==> config.mk <==
export PLATFORM = sky130hd
export DESIGN_NAME = tm_tape_ctrl
export DESIGN_NICKNAME = d
export VERILOG_FILES = /design/src/rtl/tm_tape_ctrl.sv
export SDC_FILE = /design/constraint.sdc
export NUM_CORES = 1
export LEC_CHECK = 0
export ABC_AREA = 0
export CAP_MARGIN = 20
export CORE_MARGIN = 5
export CORE_UTILIZATION = 30
export DETAILED_ROUTE_END_ITERATION = 6
export PLACE_DENSITY_LB_ADDON = 0.25
export SLEW_MARGIN = 20
export SYNTH_ARGS = -nofsm -noshare
export SYNTH_HDL_FRONTEND = slang
export SYNTH_SLANG_ARGS = --single-unit
==> constraint.sdc <==
create_clock -name clk -period 2.2 [get_ports clk]
set_input_delay 0.44 -clock clk [delete_from_list [all_inputs] [get_ports clk]]
set_output_delay 0.44 -clock clk [all_outputs]
set_load 0.01 [all_outputs]
==> src/rtl/tm_tape_ctrl.sv <==
// Tape-and-head sequencer for the bracket-matching Turing machine core.
// Owns the tape RAM and head, feeds the core one symbol per step and commits its write/move.
module tm_tape_ctrl #(
  parameter int          DEPTH     = 16,
  parameter int          AW        = 4,
  parameter int          SW        = 8,
  parameter int          MAX_STEPS = 255,
  parameter logic [7:0]  IDLE_SYM  = 8'hFF
) (
  input  logic          clk,
  input  logic          reset,
  input  logic          clear,
  input  logic          load_valid,
  input  logic [7:0]    load_data,
  output logic          load_ready,
  input  logic          start,
  output logic          busy,
  output logic          done,
  output logic          timeout,
  output logic          fault,
  output logic [7:0]    result,
  output logic [SW-1:0] steps,
  input  logic [AW-1:0] rd_addr,
  output logic [7:0]    rd_data,
  output logic          tm_reset,
  output logic [7:0]    tm_datain,
  input  logic [7:0]    tm_dataout,
  input  logic          tm_move,
  input  logic          tm_halt
);

  // Host load handshake: a beat transfers on a clock edge where load_valid and
  // load_ready are both 1; load_ready never depends on load_valid.

  typedef enum logic [2:0] {
    S_IDLE  = 3'd0,
    S_CLEAR = 3'd1,
    S_FEED  = 3'd2,
    S_WB    = 3'd3,
    S_DONE  = 3'd4
  } state_t;

  state_t state, state_n;

  logic [AW-1:0] head;
  logic [AW-1:0] clr_addr;
  logic [AW:0]   ptr;
  logic          armed;
  logic [7:0]    tape [0:(1<<AW)-1];

  logic          host_st;
  logic          can_load;
  logic          load_fire;
  logic          at_edge;
  logic          hit_max;
  logic          last_clr;
  logic [SW-1:0] steps_inc;
  logic [AW-1:0] head_mv;
  logic          tape_we;
  logic [AW-1:0] tape_wa;
  logic [7:0]    tape_wd;

  assign host_st   = (state == S_IDLE) || (state == S_DONE);
  // armed keeps load_ready low while reset is held and for the first edge after it
  assign can_load  = host_st && armed && (ptr < (AW+1)'(DEPTH));
  assign load_ready = can_load;
  assign load_fire = load_valid && can_load && !clear && !start;

  assign busy      = (state == S_CLEAR) || (state == S_FEED) || (state == S_WB);
  assign done      = (state == S_DONE);
  assign tm_reset  = !((state == S_FEED) || (state == S_WB));
  assign tm_datain = (state == S_FEED) ? tape[head] : IDLE_SYM;

  assign steps_inc = steps + SW'(1);
  assign hit_max   = (steps_inc == SW'(MAX_STEPS));
  assign at_edge   = tm_move ? (head == '0) : (head == AW'(DEPTH-1));
  assign head_mv   = tm_move ? (head - AW'(1)) : (head + AW'(1));
  assign last_clr  = (clr_addr == AW'(DEPTH-1));

  always_ff @(posedge clk or posedge reset) begin
    if (reset) state <= S_IDLE;
    else       state <= state_n;
  end

  always_comb begin
    state_n = state;
    case (state)
      S_IDLE, S_DONE: begin
        if (clear)      state_n = S_CLEAR;
        else if (start) state_n = S_FEED;
      end
      S_CLEAR: if (last_clr) state_n = S_IDLE;
      S_FEED:  state_n = S_WB;
      // a halting core reports halt on the pair after its last write, which commits nothing
      S_WB:    state_n = (tm_halt || at_edge || hit_max) ? S_DONE : S_FEED;
      default: state_n = S_IDLE;
    endcase
  end

  always_comb begin
    tape_we = 1'b0;
    tape_wa = head;
    tape_wd = tm_dataout;
    case (state)
      S_CLEAR: begin
        tape_we = 1'b1;
        tape_wa = clr_addr;
        tape_wd = 8'h00;
      end
      S_WB: tape_we = !tm_halt;
      default: begin
        if (load_fire) begin
          tape_we = 1'b1;
          tape_wa = ptr[AW-1:0];
          tape_wd = load_data;
        end
      end
    endcase
  end

  // Tape contents deliberately survive reset.
  always_ff @(posedge clk) begin
    if (tape_we) tape[tape_wa] <= tape_wd;
  end

  always_ff @(posedge clk or posedge reset) begin
    if (reset) rd_data <= 8'h00;
    else       rd_data <= tape[rd_addr];
  end

  always_ff @(posedge clk or posedge reset) begin
    if (reset) begin
      head     <= '0;
      ptr      <= '0;
      clr_addr <= '0;
      armed    <= 1'b0;
      timeout  <= 1'b0;
      fault    <= 1'b0;
      result   <= 8'h00;
      steps    <= '0;
    end else begin
      armed <= 1'b1;
      case (state)
        S_IDLE, S_DONE: begin
          if (clear) begin
            clr_addr <= '0;
            timeout  <= 1'b0;
            fault    <= 1'b0;
          end else if (start) begin
            head    <= '0;
            steps   <= '0;
            result  <= 8'h00;
            ptr     <= '0;
            timeout <= 1'b0;
            fault   <= 1'b0;
          end else if (load_fire) begin
            ptr <= ptr + (AW+1)'(1);
          end
        end
        S_CLEAR: begin
          clr_addr <= clr_addr + AW'(1);
          if (last_clr) ptr <= '0;
        end
        S_WB: begin
          if (!tm_halt) begin
            result <= tm_dataout;
            steps  <= steps_inc;
            // a step that would walk off the tape still commits its write but not its move
            if (at_edge) begin
              fault <= 1'b1;
            end else begin
              head <= head_mv;
              if (hit_max) timeout <= 1'b1;
            end
          end
        end
        default: ;
      endcase
    end
  end

endmodule
==> metrics list <==
- The worst setup path is captured at an output pin.
- The first detailed-routing pass ran for 4 iterations.
- Synthesis produced a netlist whose cell count is ~520.
- Count of input and output buffers: 64
- Count of pins on the block boundary: 65
- Root buffer cell: sky130_fd_sc_hd__clkbuf_16
- In the final layout, the share of cells above drive strength 1 is 39.5%.
- Half-perimeter wire length after detailed placement: roughly 16 mm
- Final clock period utilization by the worst path: 120%
- Setup Slack @ Placement: -0.593 ns
* Share of total power in sequential cells: 34.4%
- Clock slew at reported path FFs: about 0.070 ns
- In this run the static leakage power is 3.87 nW.
* RSZ-0062 raised after global routing: true
- Summed over all layers, the routed wires come to roughly 23 mm.
- The final layout contains 699 nets.
* Total global routing track utilization: roughly 15%
* Power per unit of standard cell area: roughly 1200 mW/mm^2
- Clk buf depth: 2
- Worst-path fanout max: 6
- In this design, the stage delay of the slowest critical-path cell is approximately 0.55 ns.
- Dividing the detail-routed wire length by the instance count gives 22.1 um.
* Crit Path Class: reg -> out
- Part of the total power dissipated in the clock network: between 20% and 30%
- The first routing iteration left ~430 violations.
- Xor-xnor portion of the synthesized cell area: 0.320%
- For this run, the number of Yosys warnings is 0.
- Overflow left after global routing: 0
- Of the post-synthesis cell area, the part taken by muxes is 21.8%.
- For this design the total switching power over the nets is 4.60 mW.
- Fill cells in the final layout number 2378.
* Count of different cell masters after synthesis: 59
- In this design, the largest share of critical-path delay is due to multiplexers.
* Number of remaining DRC errors: 0
* Number of endpoints failing setup at the final stage: 95
- After Yosys synthesis, full adders, half adders and majority gates account for ~1.2% of the synthesized area.
- Antenna diode count: 0
* Fin Setup TNS: -6.82 ns
- Std-Cell Rows: 60
- Vertical die dimension: between 150 and 200 um
- Wire length of the first global-routing pass: roughly 34 mm
- The tightest min-delay check is of the in -> async type.
- Across the VDD grid, the largest voltage drop is 0.517 mV.
- Core area: 0.0270 mm^2
- Routability Congestion: between 0.8 and 0.9
- Minimum setup slack in the final design: -0.436 ns
- The count of nets left with antenna violations once routing finished came out at 0.
- Max Cap Viol: 0
- The slowest stage of the critical path is the sky130_fd_sc_hd__mux4_2 cell.
- Die outline area: roughly 0.03 mm^2
- The clock drives about 170 sinks.
- The number of global-route vias before repair is between 5000 and 6000.
- The clock tree synthesis step divided the H-tree into 4 levels.
* Clock buffer count from CTS: 17
* Simple-Gate Fraction of Synth Area: under 10%
- Sequential elements use around three fifths of the synthesized area.
- Count of flip-flops with a built-in enable after synthesis: ~130
* Type of origin of the critical path: register
* Post-Syn Area: a little over 0.008 mm^2
* Horizontal die dimension: approximately 180 um
- The area growth from synthesis to layout is 35.2%.
- By area, the combinational part of the netlist is dominated by multiplexers.
- Time the worst path needs with I/O delays and setup: roughly 2.6 ns
* Final clock skew: 0.0109 ns
* Share of async-settable or async-resettable flops after synthesis: 25.1%
* Hold buffer count at cts: 0
- Critical path arrival: approximately 2.2 ns
- STA puts the critical path data required time at around 1.8 ns.
* Combinational fraction of design power: about 43%
- In this run, synthesis produced a sequential element count of around 170.
- The run finished, with violations left.
- The detailed router placed between 5000 and 6000 vias in this run.
- Static timing analysis puts the maximum clock frequency at 379 MHz.
- Count of endpoints failing hold in the final timing report: 0
- Synthesis produced a netlist with a net count of 551.
- Switching Fraction: ~34%
* Critical path cell sequence: buf_12 -> buf_4 -> mux4_2 -> mux2i_4 -> a22oi_2 -> buf_2
- Cell-internal power: approximately 9.1 mW
- Averaged over all synthesized cells, the footprint is ~16 um^2.
* Number of vias per cell: between 5 and 6
- Worst skew pair latency: between 0.4 and 0.5 ns
- The checks that failed: setup timing.
- For this configuration, the core starts out at a cell density of between 30% and 40%.
- Prevailing post-synth register cell: sky130_fd_sc_hd__edfxtp_1
- CTS tree: built
- Compound-Gate Fraction of Synth Area: under 10%
- Pin count of the biggest net entering global routing: 33
- The number of antenna violations at the first check in global routing came to 0.
* Number of buffers and inverters on the critical path: 3
* Slew Viols, Final: 0
per-layer routing:
metal / global-route usage [%] / share of wire (%) / vias to the layer above
met4: 3.77 / 1.3 / 0
met1: 19.1 / 42 / 2787
li1: - / - / 2401
met5: 0 / 0 / -
met2: 25.1 / 51 / 153
met3: 3.57 / 5.2 / 17
per-stage QoR:
step                      cells  power (mW)  utilization, %  hold WS (ns)  instance area (um^2)
after floorplan             517        7.33               -         0.472                  8290
after global placement      973        9.81            37.4         0.472                 10100
after detailed placement    973        9.92            37.4         0.474                 10100
after CTS                  1016        13.4            40.5         0.262                 10900
after global routing       1019        14.3            41.2         0.287                 11100
final                      1019        13.7            41.2         0.268                 11100
Yosys cell counts (all sizes together), types with 6 or more instances:
cell type / n / area (um^2)
edfxtp: 128 / 3840
mux4: 72 / 1620
dfrtp: 43 / 1080
nand2: 36 / 135
o21ai: 35 / 175
nor2: 30 / 115
clkbuf: 17 / 63.8
mux2i: 16 / 160
buf: 15 / 71.3
a21oi: 11 / 58.8
a22o: 9 / 78.8
a22oi: 8 / 60.1
nand2b: 8 / 50.1
inv: 7 / 26.3
ha: 6 / 75.1
placed cells by master, fill, tap and decap left out, types with 5 or more instances in the layout:
| cell type | instances |
|---|---|
| sky130_fd_sc_hd__buf_4 | 53 |
| sky130_fd_sc_hd__clkdlybuf4s50_1 | 49 |
| sky130_fd_sc_hd__mux4_2 | 72 |
| sky130_fd_sc_hd__inv_1 | 6 |
| sky130_fd_sc_hd__o21ai_0 | 32 |
| sky130_fd_sc_hd__mux2i_1 | 9 |
| sky130_fd_sc_hd__nor2_1 | 11 |
| sky130_fd_sc_hd__a21oi_1 | 8 |
| sky130_fd_sc_hd__nor2_2 | 5 |
| sky130_fd_sc_hd__nand3_1 | 5 |
| sky130_fd_sc_hd__mux2i_2 | 5 |
| sky130_fd_sc_hd__a22o_1 | 9 |
| sky130_fd_sc_hd__ha_1 | 6 |
| sky130_fd_sc_hd__buf_2 | 11 |
| sky130_fd_sc_hd__nor2_4 | 14 |
| sky130_fd_sc_hd__buf_6 | 18 |
| sky130_fd_sc_hd__buf_12 | 24 |
| sky130_fd_sc_hd__dfrtp_1 | 42 |
| sky130_fd_sc_hd__clkbuf_16 | 17 |
| sky130_fd_sc_hd__nand2_1 | 35 |
| sky130_fd_sc_hd__edfxtp_1 | 128 |
worst reg2reg max path, cell delays in order (launching register included):
cell	delay, ns
sky130_fd_sc_hd__dfrtp_1	0.43
sky130_fd_sc_hd__or4_4	0.60
sky130_fd_sc_hd__o211ai_2	0.19
sky130_fd_sc_hd__o211ai_1	0.14
sky130_fd_sc_hd__or2_4	0.34
sky130_fd_sc_hd__nor2_4	0.28
power groups by stage:
| stage | combinational (mW) | clock [mW] | sequential (mW) |
|---|---|---|---|
| final | 5.90 | 3.06 | 4.70 |
| after global routing | 6.29 | 3.28 | 4.76 |
| after CTS | 5.60 | 3.11 | 4.69 |
| after detailed placement | 5.18 | 0 | 4.74 |
| after global placement | 5.09 | 0 | 4.72 |
| after floorplan | 2.64 | 0 | 4.69 |
repair_timing:
item,CTS,global route
cloned,2,1
setup endpoints to repair,140,137
pin swaps,16,18
setup buffers,9,7
gates resized for setup,78,43
layout make-up:
| class | count | area, um^2 | share of cell area [%] |
|---|---|---|---|
| Clock buffer | 18 | 429 | 3.86 |
| Tap cell | 341 | 427 | 3.84 |
| Multi-Input combinational cell | 307 | 3450 | 31.1 |
| Sequential cell | 171 | 4920 | 44.3 |
| Timing Repair Buffer | 161 | 1690 | 15.2 |
| Inverter | 7 | 26.3 | 0.237 |
| Clock inverter | 14 | 169 | 1.52 |
state kept, by name (all words and copies together) (netlist names):
signal,flops
ptr,5
armed,1
rd_data,8
state,3
fault,1
clr_addr,4
tape,128
timeout,1
steps,8
result,8
head,4
final timing paths:
check / end / slack, ns / depth (start not counted) / startpoint
max: tm_datain[5] / -0.44 / 6 / head[0]
min: steps[4] / 0.27 / 2 / reset
max reg2reg: tape[12][2] / -0.10 / 5 / state[0]
min reg2reg: result[0] / 0.49 / 2 / result[0]
max in group asynchronous: head[0] / 1.42 / 3 / reset
min in group clk: result[0] / 0.49 / 2 / result[0]
kinds of logic (layout without fill, tap and decap cells):
kind of cell | count (synthesis) | in the layout
other | 1 | 1
adder cells (fa/ha/maj) | 7 | 7
XOR/XNOR | 3 | 3
AND/OR/NAND/NOR | 112 | 112
flip-flops | 171 | 171
AO/OA/AOI/OAI | 95 | 95
buffers and inverters | 39 | 200
multiplexers | 89 | 89
Note: power is estimated with default switching activity, not from simulation.
